===== config.mk =====
export PLATFORM = sky130hd
export DESIGN_NAME = scpu_encoder_flat
export DESIGN_NICKNAME = d
export VERILOG_FILES = /design/src/rtl/scpu_isa_pkg.sv /design/src/rtl/scpu_encoder_if.sv /design/src/rtl/scpu_insn_pack.sv /design/src/rtl/scpu_encoder.sv /design/src/flat_wrapper.sv
export SDC_FILE = /design/constraint.sdc
export NUM_CORES = 1
export LEC_CHECK = 0
export CORE_ASPECT_RATIO = 0.9
export CORE_MARGIN = 5
export CORE_UTILIZATION = 48
export DETAILED_ROUTE_END_ITERATION = 12
export GPL_TIMING_DRIVEN = 0
export PLACE_DENSITY = 0.91
export SYNTH_ARGS = -nofsm -noshare
export SYNTH_HDL_FRONTEND = slang
export SYNTH_SLANG_ARGS = --single-unit
export TNS_END_PERCENT = 50

===== constraint.sdc =====
create_clock -name clk -period 3 [get_ports clk]
set_clock_uncertainty 0.1 [all_clocks]
set_input_delay 0.3 -clock clk [delete_from_list [all_inputs] [get_ports clk]]
set_output_delay 0.3 -clock clk [all_outputs]
set_load 0.01 [all_outputs]

===== src/rtl/scpu_isa_pkg.sv =====
// Shared ISA definitions for the single-cycle CPU: instruction-word field
// positions, tuple kinds, opcode flags and ALU command codes. scpu_decoder
// unpacks with the same constants, so the two stay in lock-step.
package scpu_isa_pkg;

  // tuple kinds on the encoder input
  localparam logic [1:0] KIND_NOP = 2'b00;
  localparam logic [1:0] KIND_R   = 2'b01;
  localparam logic [1:0] KIND_I   = 2'b10;
  localparam logic [1:0] KIND_ILL = 2'b11;

  // word layout; rs2 and imm15 share the upper field
  localparam int IMM_LSB   = 17;
  localparam int IMM_W     = 15;
  localparam int RS2_LSB   = 17;
  localparam int RS1_LSB   = 12;
  localparam int RD_LSB    = 7;
  localparam int ALU_LSB   = 2;
  localparam int IFLAG_BIT = 1;
  localparam int RFLAG_BIT = 0;

  // aluCmd codes
  localparam logic [2:0] ALU_ADD = 3'd0;
  localparam logic [2:0] ALU_SUB = 3'd1;
  localparam logic [2:0] ALU_AND = 3'd2;
  localparam logic [2:0] ALU_OR  = 3'd3;
  localparam logic [2:0] ALU_XOR = 3'd4;
  localparam logic [2:0] ALU_SLT = 3'd5;
  localparam logic [2:0] ALU_SLL = 3'd6;
  localparam logic [2:0] ALU_SRL = 3'd7;

  typedef struct packed {
    logic [1:0]  kind;
    logic [2:0]  alu;
    logic [4:0]  rd;
    logic [4:0]  rs1;
    logic [4:0]  rs2;
    logic [15:0] imm;
  } insn_fields_t;

  typedef enum logic [1:0] {ST_IDLE, ST_LOAD, ST_DRAIN, ST_DONE} enc_state_e;

endpackage


===== src/rtl/scpu_encoder_if.sv =====
// Encoder data paths: the field-tuple input channel and the instruction-memory
// write channel, both valid/ready. slave = encoder view, master = producer and
// memory side.
interface scpu_encoder_if #(parameter int AW = 8);
  logic          in_valid;
  logic          in_ready;
  logic [1:0]    in_kind;
  logic [2:0]    in_alu;
  logic [4:0]    in_rd;
  logic [4:0]    in_rs1;
  logic [4:0]    in_rs2;
  logic [15:0]   in_imm;
  logic          mem_valid;
  logic          mem_ready;
  logic [AW-1:0] mem_addr;
  logic [31:0]   mem_data;

  modport slave (
    input  in_valid, in_kind, in_alu, in_rd, in_rs1, in_rs2, in_imm, mem_ready,
    output in_ready, mem_valid, mem_addr, mem_data
  );

  modport master (
    output in_valid, in_kind, in_alu, in_rd, in_rs1, in_rs2, in_imm, mem_ready,
    input  in_ready, mem_valid, mem_addr, mem_data
  );
endinterface


===== src/rtl/scpu_insn_pack.sv =====
// Combinational packer: decoded fields -> 32-bit instruction word plus
// error flags. Illegal kinds become NOP; oversize immediates are truncated.
module scpu_insn_pack
  import scpu_isa_pkg::*;
(
  input  insn_fields_t fields,
  output logic [31:0]  word,
  output logic         immErr,
  output logic         kindErr
);

  // place only the fields the kind uses; everything else stays zero
  always_comb begin
    word    = '0;
    immErr  = 1'b0;
    kindErr = 1'b0;
    unique case (fields.kind)
      KIND_R: begin
        word[RS2_LSB +: 5]  = fields.rs2;
        word[RS1_LSB +: 5]  = fields.rs1;
        word[RD_LSB +: 5]   = fields.rd;
        word[ALU_LSB +: 3]  = fields.alu;
        word[RFLAG_BIT]     = 1'b1;
      end
      KIND_I: begin
        word[IMM_LSB +: IMM_W] = fields.imm[IMM_W-1:0];
        word[RS1_LSB +: 5]     = fields.rs1;
        word[RD_LSB +: 5]      = fields.rd;
        word[ALU_LSB +: 3]     = fields.alu;
        word[IFLAG_BIT]        = 1'b1;
        immErr                 = fields.imm[15];
      end
      KIND_ILL: kindErr = 1'b1;
      default: ;
    endcase
  end

endmodule


===== src/rtl/scpu_encoder.sv =====
// Streaming program loader: accepts field tuples, packs them and writes them
// to instruction memory at auto-incrementing (wrapping) addresses, one job of
// start_count words per start pulse.
module scpu_encoder
  import scpu_isa_pkg::*;
#(
  parameter int AW    = 8,
  parameter int CNT_W = 8
) (
  input  logic             clk,
  input  logic             rst,
  input  logic             start,
  input  logic [AW-1:0]    start_addr,
  input  logic [CNT_W-1:0] start_count,
  scpu_encoder_if.slave    bus,
  output logic             busy,
  output logic             done,
  output logic             err_imm,
  output logic             err_kind
);

  enc_state_e       state;
  logic [CNT_W-1:0] count;
  logic [CNT_W-1:0] accepted;
  logic [CNT_W-1:0] written;
  logic [AW-1:0]    curAddr;
  logic [AW-1:0]    memAddr;
  logic [31:0]      memData;
  logic             memValid;

  insn_fields_t     fields;
  logic [31:0]      word;
  logic             immErr;
  logic             kindErr;
  logic             inReady;
  logic             accept;
  logic             memFire;

  assign fields = '{kind: bus.in_kind, alu: bus.in_alu, rd: bus.in_rd,
                    rs1: bus.in_rs1, rs2: bus.in_rs2, imm: bus.in_imm};

  scpu_insn_pack u_pack (
    .fields  (fields),
    .word    (word),
    .immErr  (immErr),
    .kindErr (kindErr)
  );

  // a new tuple can enter only if the single output slot is free or draining now
  assign inReady = (state == ST_LOAD) && (accepted < count) && (!memValid || bus.mem_ready);
  assign accept  = bus.in_valid && inReady;
  assign memFire = memValid && bus.mem_ready;

  assign bus.in_ready  = inReady;
  assign bus.mem_valid = memValid;
  assign bus.mem_addr  = memAddr;
  assign bus.mem_data  = memData;

  // job FSM, counters and the registered write slot
  always_ff @(posedge clk) begin
    if (rst) begin
      state    <= ST_IDLE;
      count    <= '0;
      accepted <= '0;
      written  <= '0;
      curAddr  <= '0;
      memAddr  <= '0;
      memData  <= '0;
      memValid <= 1'b0;
      busy     <= 1'b0;
      done     <= 1'b0;
      err_imm  <= 1'b0;
      err_kind <= 1'b0;
    end else begin
      done <= 1'b0;
      if (memFire) begin
        memValid <= 1'b0;
        written  <= written + CNT_W'(1);
      end
      // a same-cycle accept refills the slot, overriding the clear above
      if (accept) begin
        memValid <= 1'b1;
        memAddr  <= curAddr;
        memData  <= word;
        curAddr  <= curAddr + AW'(1);
        accepted <= accepted + CNT_W'(1);
        if (immErr)  err_imm  <= 1'b1;
        if (kindErr) err_kind <= 1'b1;
      end
      unique case (state)
        ST_IDLE: if (start) begin
          curAddr  <= start_addr;
          count    <= start_count;
          accepted <= '0;
          written  <= '0;
          err_imm  <= 1'b0;
          err_kind <= 1'b0;
          if (start_count == '0) begin
            state <= ST_DONE;
            done  <= 1'b1;
          end else begin
            state <= ST_LOAD;
            busy  <= 1'b1;
          end
        end
        ST_LOAD: if (accept && (accepted + CNT_W'(1) == count)) state <= ST_DRAIN;
        ST_DRAIN: if (memFire && (written + CNT_W'(1) == count)) begin
          state <= ST_DONE;
          busy  <= 1'b0;
          done  <= 1'b1;
        end
        ST_DONE: state <= ST_IDLE;
        default: state <= ST_IDLE;
      endcase
    end
  end

endmodule

===== src/flat_wrapper.sv =====
// flat-port wrapper written by rule: the top's interface ports become plain ports
module scpu_encoder_flat import scpu_isa_pkg::*;
#(
  parameter int AW    = 8,
  parameter int CNT_W = 8
)
  (clk, rst, start, start_addr, start_count, busy, done, err_imm, err_kind, bus_in_valid, bus_in_kind, bus_in_alu, bus_in_rd, bus_in_rs1, bus_in_rs2, bus_in_imm, bus_mem_ready, bus_in_ready, bus_mem_valid, bus_mem_addr, bus_mem_data);
  scpu_encoder_if #(.AW(AW)) bus_i ();
  input  logic clk;
  input  logic rst;
  input  logic start;
  input  logic [AW-1:0] start_addr;
  input  logic [CNT_W-1:0] start_count;
  output logic busy;
  output logic done;
  output logic err_imm;
  output logic err_kind;
  input wire logic [$bits(bus_i.in_valid)-1:0] bus_in_valid;
  input wire logic [$bits(bus_i.in_kind)-1:0] bus_in_kind;
  input wire logic [$bits(bus_i.in_alu)-1:0] bus_in_alu;
  input wire logic [$bits(bus_i.in_rd)-1:0] bus_in_rd;
  input wire logic [$bits(bus_i.in_rs1)-1:0] bus_in_rs1;
  input wire logic [$bits(bus_i.in_rs2)-1:0] bus_in_rs2;
  input wire logic [$bits(bus_i.in_imm)-1:0] bus_in_imm;
  input wire logic [$bits(bus_i.mem_ready)-1:0] bus_mem_ready;
  output wire logic [$bits(bus_i.in_ready)-1:0] bus_in_ready;
  output wire logic [$bits(bus_i.mem_valid)-1:0] bus_mem_valid;
  output wire logic [$bits(bus_i.mem_addr)-1:0] bus_mem_addr;
  output wire logic [$bits(bus_i.mem_data)-1:0] bus_mem_data;
  assign bus_i.in_valid = bus_in_valid;
  assign bus_i.in_kind = bus_in_kind;
  assign bus_i.in_alu = bus_in_alu;
  assign bus_i.in_rd = bus_in_rd;
  assign bus_i.in_rs1 = bus_in_rs1;
  assign bus_i.in_rs2 = bus_in_rs2;
  assign bus_i.in_imm = bus_in_imm;
  assign bus_i.mem_ready = bus_mem_ready;
  assign bus_in_ready = bus_i.in_ready;
  assign bus_mem_valid = bus_i.mem_valid;
  assign bus_mem_addr = bus_i.mem_addr;
  assign bus_mem_data = bus_i.mem_data;
  scpu_encoder #(.AW(AW), .CNT_W(CNT_W)) u_core (.clk(clk), .rst(rst), .start(start), .start_addr(start_addr), .start_count(start_count), .bus(bus_i), .busy(busy), .done(done), .err_imm(err_imm), .err_kind(err_kind));
endmodule

==> flow_summary.json, run 1 <==
{
  "clk_pin_slew_worst_paths_ns": 0.08,
  "fin_nets": 651,
  "ant_nets": 0,
  "core_region_area_um2": 7620,
  "p_sw_w": 0.000933,
  "synth_area_per_cell_um2": 8.11,
  "period_share": 0.962,
  "final-max-slew-violation-count": 0,
  "wl_per_cell_um": 16.4,
  "crit_buf_inv": 2,
  "maxSlewHeadroom": 0.574,
  "die-width_um": 104,
  "clk_latency_ns": 0.37,
  "cts_tree": "yes",
  "cp_cell_sequence": "inv_1, ha_1, a211oi_1, a21oi_2, nor2_1, clkdlybuf4s50_1",
  "final_common_cell": "clkdlybuf4s50_1",
  "tightest_slew_ns": 0.637,
  "r2r-end": "u_core.bus.mem_data[16]",
  "ys_seq_elements": 77,
  "grt_max_degree": 15,
  "placedCellCount": 663,
  "maxCapViolCount": 0,
  "track_usage": 0.225,
  "cts_buffers": 9,
  "grt-ovfl-total": 0,
  "routed-via-count": 3754,
  "worstSetupPathType": "flop to output port",
  "switching_share": 0.345,
  "dp_hpwl_mm": 8.48,
  "grt_setup_unrepaired": "false",
  "critPathTopFamily": "buffers and inverters",
  "instances_no_fill": 678,
  "fp.dieH_um": 94.3,
  "crit_start": "u_core.count[5]",
  "crit_fanout": 7,
  "min_path_cells": 3,
  "yosysWarnings": 0,
  "drc": 0,
  "area_growth_pct": 34.5,
  "max-clock-path-buffers": 2,
  "htreeDepth": 3,
  "min_period_ns": 2.89,
  "synth_seq_area_share": 0.407,
  "antenna_found_initial": 0,
  "port_buffers": 99,
  "powerDensity_nw_per_um2": 531,
  "initialDrtViolationCount": 247,
  "initial_utilization": 0.497,
  "fmax_mhz": 346,
  "synth_edf_count": 0,
  "io_pins": 103,
  "hp-class": "input pin to flop",
  "outcome": "finished clean",
  "cp_slowest_cell": "clkdlybuf4s50_1",
  "wl_mm": 11.2,
  "first_pass_iters": 4,
  "dieArea_um2": 9770,
  "rr_startpoint": "u_core.count[2]",
  "ys_types": 47,
  "path_depth": 6,
  "p_comb_frac": 0.284,
  "critPathRequiredTime_ns": 2.60,
  "clockRootBuffer": "clkbuf_8",
  "max_stage_delay_ns": 0.56,
  "drive_gt1_frac": 0.0601,
  "holdPathEnd": "u_core.state[1]",
  "viasPerCell": 5.54,
  "grt_pass1_vias": 3858,
  "hold_viol": 0,
  "clkPwrFrac": 0.270,
  "min_from": "rst",
  "final_cell_mix": "clkdlybuf4s50_1, nand2_1, dfxtp_1, a21oi_1, nor2_1",
  "final-setup-viol-count": 0,
  "reg2regPathDepth": 10,
  "p_seq_frac": 0.446,
  "rows": 30,
  "post_synth_inst_count": 467,
  "power.total_w": 0.00271,
  "n_antenna_cell": 0,
  "hold-worst-slack_ns": 0.204,
  "p_leak_nw": 1.73,
  "worstSetupStartpointType": "flop",
  "end_kind": "output port",
  "syn_area_um2": 3790,
  "gp_congestion": 0.928,
  "grt_pass1_wl_mm": 17.8,
  "postPlaceCellArea_um2": 4900,
  "arrival_ns": 2.49,
  "fin_area_um2": 5090,
  "clkSinkCount": 77,
  "internal_power_w": 0.00177,
  "reg2reg_slack_ns": 0.20,
  "async_flop_share": 0,
  "synth_top_flop_cell": "dfxtp_1",
  "peakVddDrop_v": 0.000355
}
## logic make-up (layout without fill, tap and decap cells)
| kind of cell | count (synthesis) | in the layout | synth area share |
|---|---|---|---|
| other | 1 | 2 | 0.000990 |
| AND/OR/NAND/NOR | 193 | 193 | 0.239 |
| AO/OA/AOI/OAI | 97 | 97 | 0.159 |
| XOR/XNOR | 37 | 37 | 0.0856 |
| flip-flops | 77 | 77 | 0.407 |
| adder cells (fa/ha/maj) | 17 | 17 | 0.0562 |
| buffers and inverters | 45 | 159 | 0.0529 |
## how the worst max path moves through the flow
| stage | to | slack, ns |
|---|---|---|
| floorplan | u_core.bus.mem_data[8] | 0.55 |
| global placement | u_core.bus.mem_data[26] | -0.07 |
| detailed placement | u_core.bus.mem_data[10] | -0.24 |
| CTS | u_core.bus.mem_data[10] | 0.04 |
| global route | bus_in_ready | 0.03 |
| finish | bus_in_ready | 0.11 |
## flip-flops by register name (all words and copies together) (netlist names)
name                  cells
u_core.count              8
u_core.done               1
u_core.curAddr            8
u_core.err_imm            1
u_core.bus.mem_valid      1
u_core.err_kind           1
u_core.busy               1
u_core.bus.mem_data      30
u_core.state              2
u_core.accepted           8
u_core.bus.mem_addr       8
u_core.written            8
## synthesized netlist by cell type (2+ instances only)
master    instances  area share
dfxtp_1          77        0.41
and3_1            2      0.0033
buf_1             4      0.0040
o21ai_0           7      0.0093
xnor2_1          26       0.060
nand2b_1          3      0.0050
a22oi_1           7       0.014
or3_1             4      0.0066
nand3b_1          4      0.0079
clkbuf_1         19       0.019
nand4_1           5      0.0083
nand2_1          82       0.081
ha_1             17       0.056
o21a_1            3      0.0059
nor4_1            3      0.0050
clkbuf_8          2      0.0073
o211ai_1          4      0.0079
nor2_1           39       0.039
a211oi_1         10       0.020
inv_1            17       0.017
nor3_1           14       0.019
xor2_1           11       0.025
buf_4             3      0.0059
a21oi_1          57       0.075
nand3_1          25       0.033
## power groups by stage
stage | Clock [W] | Combinational, W | Sequential (W)
after floorplan | 0 | 0.000464 | 0.00121
after global placement | 0 | 0.000712 | 0.00122
after detailed placement | 0 | 0.000747 | 0.00122
after CTS | 0.000741 | 0.000756 | 0.00120
after global routing | 0.000775 | 0.000837 | 0.00122
final | 0.000729 | 0.000768 | 0.00121
## worst reg2reg max path, stage by stage (launching register included)
cell      delay [ns]
dfxtp_1         0.49
inv_1           0.10
ha_1            0.30
o21a_1          0.15
o31ai_1         0.09
a21oi_2         0.31
or3_1           0.35
clkbuf_2        0.30
buf_2           0.27
nand2_1         0.10
a21oi_1         0.16
## per-layer routing
| metal | vias up | routed length [µm] | GRT usage |
|---|---|---|---|
| met1 | 1781 | 4290 | 0.240 |
| met2 | 131 | 5640 | 0.400 |
| met3 | 23 | 974 | 0.0687 |
| met5 | - | 0 | 0 |
| met4 | 0 | 249 | 0.117 |
| li1 | 1819 | - | - |
## area by class of cell
class | count | area [µm²]
fillers | 570 | 2530
flip-flops and latches | 77 | 1540
clock buffers | 10 | 138
clock inverters | 6 | 45.0
repair buffers | 99 | 991
inverters | 17 | 63.8
multi-input cells | 346 | 2060
plain buffers | 27 | 136
well taps | 96 | 120
## stage by stage
stage | setup slack [ns] | utilization | TNS [ns]
after floorplan | 0.548 | - | 0
after global placement | -0.0699 | 0.643 | -0.609
after detailed placement | -0.238 | 0.643 | -3.71
after CTS | 0.0397 | 0.668 | 0
after global routing | 0.0281 | 0.668 | 0
final | 0.113 | 0.668 | 0
## what timing repair did
item                       in CTS  in global routing
setup buffers                   0                  0
resized for setup               3                  2
hold buffers                    0                  0
setup endpoints to repair      20                 42
Note: power is estimated with default switching activity, not from simulation.
==> run 2, diff against run 1 <==
--- a/config.mk
+++ b/config.mk
@@ -11,6 +11,7 @@
 export DETAILED_ROUTE_END_ITERATION = 12
 export GPL_TIMING_DRIVEN = 0
 export PLACE_DENSITY = 0.91
+export SETUP_SLACK_MARGIN = 0.4
 export SYNTH_ARGS = -nofsm -noshare
 export SYNTH_HDL_FRONTEND = slang
 export SYNTH_SLANG_ARGS = --single-unit
==> run 2 against run 1 <==
Effect of this change:
- utilization is 1.3 points higher
- first-iteration DRC count increased by 41%
- register-to-register slack better by 0.22 ns
- sequential share of layout area decreased by 0.27 points
- non-clock buffer count is 7 higher
- sequential cell count stayed put
- power rose by 2.1%
- routed wire length up 2.5%
- sequential power about the same
- critical path type is now flop to flop
- largest power group unchanged
- highest routed layer unchanged
==> flow_summary.json, run 2 (synthesis gave the netlist of run 1 again) <==
{
  "track_usage": 0.225,
  "wl_mm": 11.4,
  "grt_pass1_wl_mm": 17.8,
  "initialDrtViolationCount": 349,
  "critPathTopFamily": "buffers and inverters",
  "largest_reg_flops": 30,
  "port_buffers": 99,
  "crit_buf_inv": 3,
  "period_share": 0.861,
  "core_region_area_um2": 7620,
  "end_kind": "flop",
  "power.total_w": 0.00276,
  "min_from": "rst",
  "clockRootBuffer": "clkbuf_8",
  "wl_per_cell_um": 16.7,
  "hp-class": "input pin to flop",
  "worstSetupStartpointType": "flop",
  "tightest_slew_ns": 0.648,
  "max_stage_delay_ns": 0.41,
  "clk_latency_ns": 0.37,
  "crit_fanout": 10,
  "grtUsageMet2": 0.400,
  "htreeDepth": 3,
  "antenna_found_initial": 0,
  "nFillCells": 534,
  "fin_area_um2": 5190,
  "cts_tree": "yes",
  "viasPerCell": 5.60,
  "initial_utilization": 0.497,
  "maxSlewHeadroom": 0.567,
  "multi_input_comb_area_um2": 2080,
  "clk_pin_slew_worst_paths_ns": 0.08,
  "io_pins": 103,
  "cp_cell_sequence": "inv_1, ha_1, o21a_1, o31ai_2, a21oi_2, nor3_4, buf_4, clkbuf_1, nand3_1, a21oi_1",
  "hold-worst-slack_ns": 0.205,
  "rows": 30,
  "drive_gt1_frac": 0.0985,
  "fmax_mhz": 387,
  "top_usage_layer": "met2",
  "drc": 0,
  "grt_setup_unrepaired": "true",
  "clkSinkCount": 77,
  "use_met1": 0.240,
  "min_period_ns": 2.58,
  "cts_buffers": 9,
  "routed-via-count": 3839,
  "grt_pass1_vias": 3853,
  "gp_congestion": 0.928,
  "final-setup-viol-count": 0,
  "max-clock-path-buffers": 2,
  "grt-ovfl-total": 0,
  "hold_viol": 0,
  "critPathRequiredTime_ns": 3.19,
  "rr_startpoint": "u_core.count[2]",
  "final_cell_mix": "clkdlybuf4s50_1, nand2_1, dfxtp_1, a21oi_1, nor2_1",
  "cp_slowest_cell": "dfxtp_2",
  "die-width_um": 104,
  "n_antenna_cell": 0,
  "powerDensity_nw_per_um2": 532,
  "fin_nets": 658,
  "ant_nets": 0,
  "postPlaceCellArea_um2": 4900,
  "gr-usage-met3": 0.0680,
  "peakVddDrop_v": 0.000359,
  "first_pass_iters": 5,
  "final-max-slew-violation-count": 0,
  "area_growth_pct": 37.2,
  "dieArea_um2": 9770,
  "dp_hpwl_mm": 8.48,
  "setup_tns_ns": 0,
  "final_common_cell": "clkdlybuf4s50_1",
  "grt_max_degree": 15,
  "arrival_ns": 2.77,
  "outcome": "finished clean",
  "fp.dieH_um": 94.3,
  "seq_area_um2": 1560,
  "maxCapViolCount": 0,
  "worstSetupPathType": "flop to flop",
  "p_leak_nw": 1.79,
  "crit_start": "u_core.count[2]"
}
-- run 2: changes by cell type in the layout (fill, tap and decap cells not counted), sizes merged --
cell           delta
buf               +6
clkbuf            +1
clkdlybuf4s50     -1
dlygate4sd2       +1
-- run 2: cell type report --
type	count	area share
multi-input cells	346	0.401
clock inverters	6	0.00867
clock buffers	10	0.0265
inverters	17	0.0123
flip-flops and latches	77	0.300
plain buffers	28	0.0291
repair buffers	105	0.199
well taps	96	0.0231
-- run 2: per-stage QoR --
stage | setup slack, ns | instances | util
2_1_floorplan | 0.548 | 468 | -
5_1_grt | 0.309 | 685 | 0.682
3_5_place_dp | -0.238 | 663 | 0.643
3_3_place_gp | -0.0699 | 663 | 0.643
4_1_cts | 0.266 | 679 | 0.669
6_report | 0.416 | 685 | 0.682
-- run 2: timing repair --
item | 4_1_cts | 5_1_grt
pin swaps | 0 | 4
gates resized for setup | 11 | 21
hold buffers | 0 | 0
setup endpoints to repair | 54 | 52
buffers inserted | 0 | 6
-- run 2: report_power, final --
part	internal, W	switching (W)
sequential	0.00111	0.000101
clock	0.000326	0.000403
combinational	0.000370	0.000451
total	0.00181	0.000954
-- run 2: layer usage --
| metal | vias to the layer above | part of all wire |
|---|---|---|
| met5 | - | 0 |
| met4 | 0 | 0.034 |
| met3 | 38 | 0.088 |
| met2 | 166 | 0.50 |
| met1 | 1804 | 0.38 |
| li1 | 1831 | - |
-- run 2: final timing paths --
path	endpoint	slack, ns	cells past startpoint
max	u_core.bus.mem_data[8]	0.42	10
min	u_core.state[1]	0.20	3
max reg2reg	u_core.bus.mem_data[8]	0.42	10
min reg2reg	u_core.bus.mem_data[26]	0.36	2
-- run 2: worst register-to-register path: stages (launching register included) --
cell	delay (ns)
dfxtp_2	0.41
inv_1	0.08
ha_1	0.29
o21a_1	0.22
o31ai_2	0.08
a21oi_2	0.15
nor3_4	0.25
buf_4	0.18
clkbuf_1	0.40
nand3_1	0.16
a21oi_1	0.20
==> patch 1, RTL diff (config.mk and constraints of run 2) <==
Reset style: asynchronous (`rst`), changed in one clocked block.
--- a/src/rtl/scpu_encoder.sv
+++ b/src/rtl/scpu_encoder.sv
@@ -57,7 +57,7 @@
   assign bus.mem_data  = memData;
 
   // job FSM, counters and the registered write slot
-  always_ff @(posedge clk) begin
+  always_ff @(posedge clk or posedge rst) begin
     if (rst) begin
       state    <= ST_IDLE;
       count    <= '0;
Formal check against the unedited RTL: differs if rst is asserted again (counterexample within 4 cycles, from zero or initial values and one cycle with rst high); with rst held inactive, the same outputs for 10 cycles.
==> patch 1 against run 2 <==
- area after synthesis is 5.6% higher
- routed wire length shrank 3.1%
- utilization down 2.0 points
- cell count shrank 1.5%
- sequential cell count unchanged
- worst setup slack improved by 0.032 ns
- final area grew 3.3%
- via count down 5.5%
- highest routed layer unchanged
Power is not compared: it rests on default switching activity, and its combinational part moved more than twofold at a synthesized area within 25%.
==> patch 1: results (changes against run 2) <==
pre_cts_ws_ns: 0.360  # was -0.238 ns
dpl.hpwl_mm: 8.23  # was 8.48 mm
grt_pass1_wl_mm: 17.5  # was 17.8 mm
ys.flop_type: "dfrtp_1"  # was dfxtp_1
status: "finished clean"  # unchanged
slowest_delay_ns: 0.50  # was 0.41 ns
grt_usage_pct: 21.8  # was 22.5%
grt_start_max_net_pins: 68  # was 15
via_per_inst: 5.37  # was 5.60
grt_pass1_vias: 3688  # was 3,853
use_met2_pct: 37.7  # was 40.0%
synthTopCellsByCount: "nand2_1 (125), dfrtp_1 (77), nor2_1 (34)"  # was nand2_1 (82), dfxtp_1 (77), a21oi_1 (57)
place_congestion: 0.882  # was 0.928
slew_headroom_pct: 52.5  # was 56.7%
portBuffers: 100  # was 99
hold_class: "input port to asynchronous set/reset pin"  # was input port to flip-flop
slowest_stage: "or4_1"  # was dfxtp_2
ys_types: 45  # was 47
async_flop_share_pct: 100  # was 0%
instances_no_fill: 675  # was 685
dp.cells: 657  # was 663
synth_area_per_cell_um2: 8.77  # was 8.11 um2
placed_area_um2: 5160  # was 4900 um2
cpLargestDelayFamily: "simple AND/OR/NAND/NOR gates"  # was buffers and inverters
clk_latency_ns: 0.35  # was 0.37 ns
use_met3_pct: 5.05  # was 6.80%
[patch 1: cell count changes in the layout (fill, tap and decap cells not counted), moves of 6 or more]
cell	run 2	this run
a211oi_1	8	1
a21oi_1	56	12
dfrtp_1	0	77
dfxtp_1	68	0
dfxtp_2	7	0
nand2_1	82	125
nor3_1	14	4
o21ai_0	7	20
o31ai_1	0	6
xnor2_1	26	18
xor2_1	11	19
[patch 1: final timing paths]
path / from / end / slack [ns] / depth (start not counted)
worst max-delay path: u_core.count[5] / u_core.curAddr[7] / 0.45 / 9
worst min-delay path: rst / u_core.bus.mem_data[21] / 0.11 / 2
max in group asynchronous: rst / u_core.count[1] / 2.13 / 3
min in group clk: u_core.bus.mem_data[4] / u_core.bus.mem_data[4] / 0.37 / 2
worst min register to register: u_core.bus.mem_data[4] / u_core.bus.mem_data[4] / 0.37 / 2
worst max register to register: u_core.count[5] / u_core.curAddr[7] / 0.45 / 9
[patch 1: layout make-up]
| cell class | instances | area [um2] |
|---|---|---|
| fill | 599 | 2740 |
| sequential | 77 | 1930 |
| multi-input combinational | 336 | 1890 |
| timing repair buffer | 104 | 1050 |
| clock buffer | 11 | 131 |
| tap | 99 | 124 |
| buffer | 25 | 119 |
| inverter | 19 | 73.8 |
| clock inverter | 4 | 50.0 |
[patch 1: kinds of logic (layout without fill, tap and decap cells)]
group	Yosys count	count (layout)	share of synthesized area, %
and+or+nand+nor	219	219	23.9
DFF	77	77	48.2
AOI/OAI and AO/OA	59	59	9.29
buffers and inverters	44	163	4.63
xor gates and xnor gates	37	37	8.10
adders and majority gates	17	17	5.32
muxes	2	2	0.501
other	1	2	0.0938
[patch 1: routing by layer]
layer / up-vias / wire length, um
li1: 1733 / -
met1: 1747 / 4410
met2: 121 / 5600
met3: 26 / 719
met4: 0 / 346
met5: - / 0
==> patch 2, RTL diff (settings of run 2) <==
Made on the original files. `AW` is set to 8 in 3 places; all go to 7.
--- a/src/rtl/scpu_encoder_if.sv
+++ b/src/rtl/scpu_encoder_if.sv
@@ -1,7 +1,7 @@
 // Encoder data paths: the field-tuple input channel and the instruction-memory
 // write channel, both valid/ready. slave = encoder view, master = producer and
 // memory side.
-interface scpu_encoder_if #(parameter int AW = 8);
+interface scpu_encoder_if #(parameter int AW = 7);
   logic          in_valid;
   logic          in_ready;
   logic [1:0]    in_kind;
--- a/src/rtl/scpu_encoder.sv
+++ b/src/rtl/scpu_encoder.sv
@@ -4,7 +4,7 @@
 module scpu_encoder
   import scpu_isa_pkg::*;
 #(
-  parameter int AW    = 8,
+  parameter int AW    = 7,
   parameter int CNT_W = 8
 ) (
   input  logic             clk,
--- a/src/flat_wrapper.sv
+++ b/src/flat_wrapper.sv
@@ -1,7 +1,7 @@
 // flat-port wrapper written by rule: the top's interface ports become plain ports
 module scpu_encoder_flat import scpu_isa_pkg::*;
 #(
-  parameter int AW    = 8,
+  parameter int AW    = 7,
   parameter int CNT_W = 8
 )
   (clk, rst, start, start_addr, start_count, busy, done, err_imm, err_kind, bus_in_valid, bus_in_kind, bus_in_alu, bus_in_rd, bus_in_rs1, bus_in_rs2, bus_in_imm, bus_mem_ready, bus_in_ready, bus_mem_valid, bus_mem_addr, bus_mem_data);
Ports: changed (resized bus_mem_addr and start_addr); port bits go from 103 to 101. No check against the original RTL was run, so the function may have changed too.
==> patch 2 against run 2 <==
- cell count decreased by 1.0%
- utilization is 1.3 points lower
- worst hold slack improved by 0.15 ns
- area after synthesis is 2.2% lower
- sequential share of layout area is 0.089 points lower
- total power grew 2.1%
- sequential cell count fell by 2
- worst setup slack improved by 0.042 ns
- routed wire length rose by 2.9%
- final area fell by 2.8%
- via count increased by 1.6%
- die area fell by 2.0%
- largest cell class unchanged
==> patch 2: results (changes against run 2) <==
grt_pass1_vias: 3959  # was 3,853
cts_resized: 7  # was 11
cpLargestDelayFamily: "compound AO/OA/AOI/OAI gates"  # was buffers and inverters
instances_no_fill: 678  # was 685
p_clk_share_pct: 29.6  # was 26.4%
hold_depth: 2  # was 3
use_met2_pct: 41.6  # was 40.0%
regToRegEndpoint: "u_core.curAddr[4]"  # was u_core.bus.mem_data[8]
vias: 3900  # was 3,839
synthXorXnorAreaFrac_pct: 8.28  # was 8.56%
irDropWorstVdd_uv: 329  # was 359 uV
synth_fa_ha_area_share_pct: 5.74  # was 5.62%
synth-seq-area-share_pct: 40.5  # was 40.7%
ys_types: 53  # was 47
crit-reg2reg-launch: "u_core.count[4]"  # was u_core.count[2]
hold_end: "u_core.bus.mem_data[28]"  # was u_core.state[1]
grt_start_max_net_pins: 16  # was 15
wl_met1_mm: 4.44  # was 4.31 mm
hold_start: "u_core.bus.mem_data[28]"  # was rst
synthTopCellsByArea: "dfxtp_1 (41%), nand2_1 (8.2%), a21oi_1 (7.3%), ha_1 (5.7%), xnor2_1 (4.5%)"  # was dfxtp_1 (41%), nand2_1 (8.1%), a21oi_1 (7.5%), xnor2_1 (6.0%), ha_1 (5.6%)
portBuffers: 98  # was 99
drt-total-wl_mm: 11.8  # was 11.4 mm
p_leak_nw: 1.79  # about the same
use_met1_pct: 28.1  # was 24.0%
cp.arrival_ns: 2.71  # was 2.77 ns
p_seq_w: 0.00117  # was 0.00121 W
reg2reg_slack_ns: 0.46  # was 0.42 ns
dp.cells: 662  # was 663
power.switching_w: 0.000998  # was 0.000954 W
layout.nets: 650  # was 658
met2_wirelength_mm: 6.06  # was 5.72 mm
synthTopCellsByCount: "nand2_1 (81), dfxtp_1 (75), a21oi_1 (54)"  # was nand2_1 (82), dfxtp_1 (77), a21oi_1 (57)
grt_pass1_wl_mm: 18.3  # was 17.8 mm
fillers: 593  # was 534
slowest_stage: "dfxtp_1"  # was dfxtp_2
slowest_delay_ns: 0.46  # was 0.41 ns
status: "finished clean"  # unchanged
==> patch 2: cell count changes after synthesis, moves of 3 or more <==
cell      delta
xnor2_1      -7
nor3_1       -3
a21oi_1      -3
xor2_1       +5
or3_1        -3
buf_2        +3
nand3_1      +5
a211oi_1     -3
o211ai_1     -3
==> patch 2: worst max path at each step <==
stage	start	end	slack, ns
floorplan	u_core.count[1]	u_core.state[1]	0.74
CTS	u_core.count[1]	u_core.state[0]	0.34
global route	u_core.count[4]	u_core.state[0]	0.35
finish	u_core.count[4]	u_core.curAddr[4]	0.46
global placement	bus_mem_ready	u_core.bus.mem_data[14]	0.26
detailed placement	u_core.count[1]	u_core.bus.mem_data[24]	0.16
==> patch 2: final cells by class <==
class                   count  area share [%]
clock buffers               9            2.45
well taps                  96            2.38
flip-flops and latches     75            29.9
inverters                  17            1.26
clock inverters             7            1.66
plain buffers              32            3.10
multi-input cells         344            39.8
repair buffers             98            19.4
==> patch 2: logic make-up (layout without fill, tap and decap cells) <==
group | count (synthesis) | after routing
DFF | 75 | 75
and+or+nand+nor | 195 | 195
other | 1 | 2
AOI/OAI and AO/OA | 95 | 95
xor gates and xnor gates | 35 | 35
buffers and inverters | 49 | 163
adders and majority gates | 17 | 17
==> patch 2: through the flow <==
stage | power (W) | setup slack (ns) | instance area [um2] | hold slack, ns | util (%)
2_1_floorplan | 0.00165 | 0.740 | 3710 | 0.336 | -
3_3_place_gp | 0.00192 | 0.260 | 4810 | 0.339 | 63.7
3_5_place_dp | 0.00196 | 0.158 | 4810 | 0.343 | 63.7
4_1_cts | 0.00279 | 0.345 | 5020 | 0.355 | 66.6
5_1_grt | 0.00294 | 0.345 | 5050 | 0.373 | 66.9
6_report | 0.00282 | 0.459 | 5050 | 0.355 | 66.9
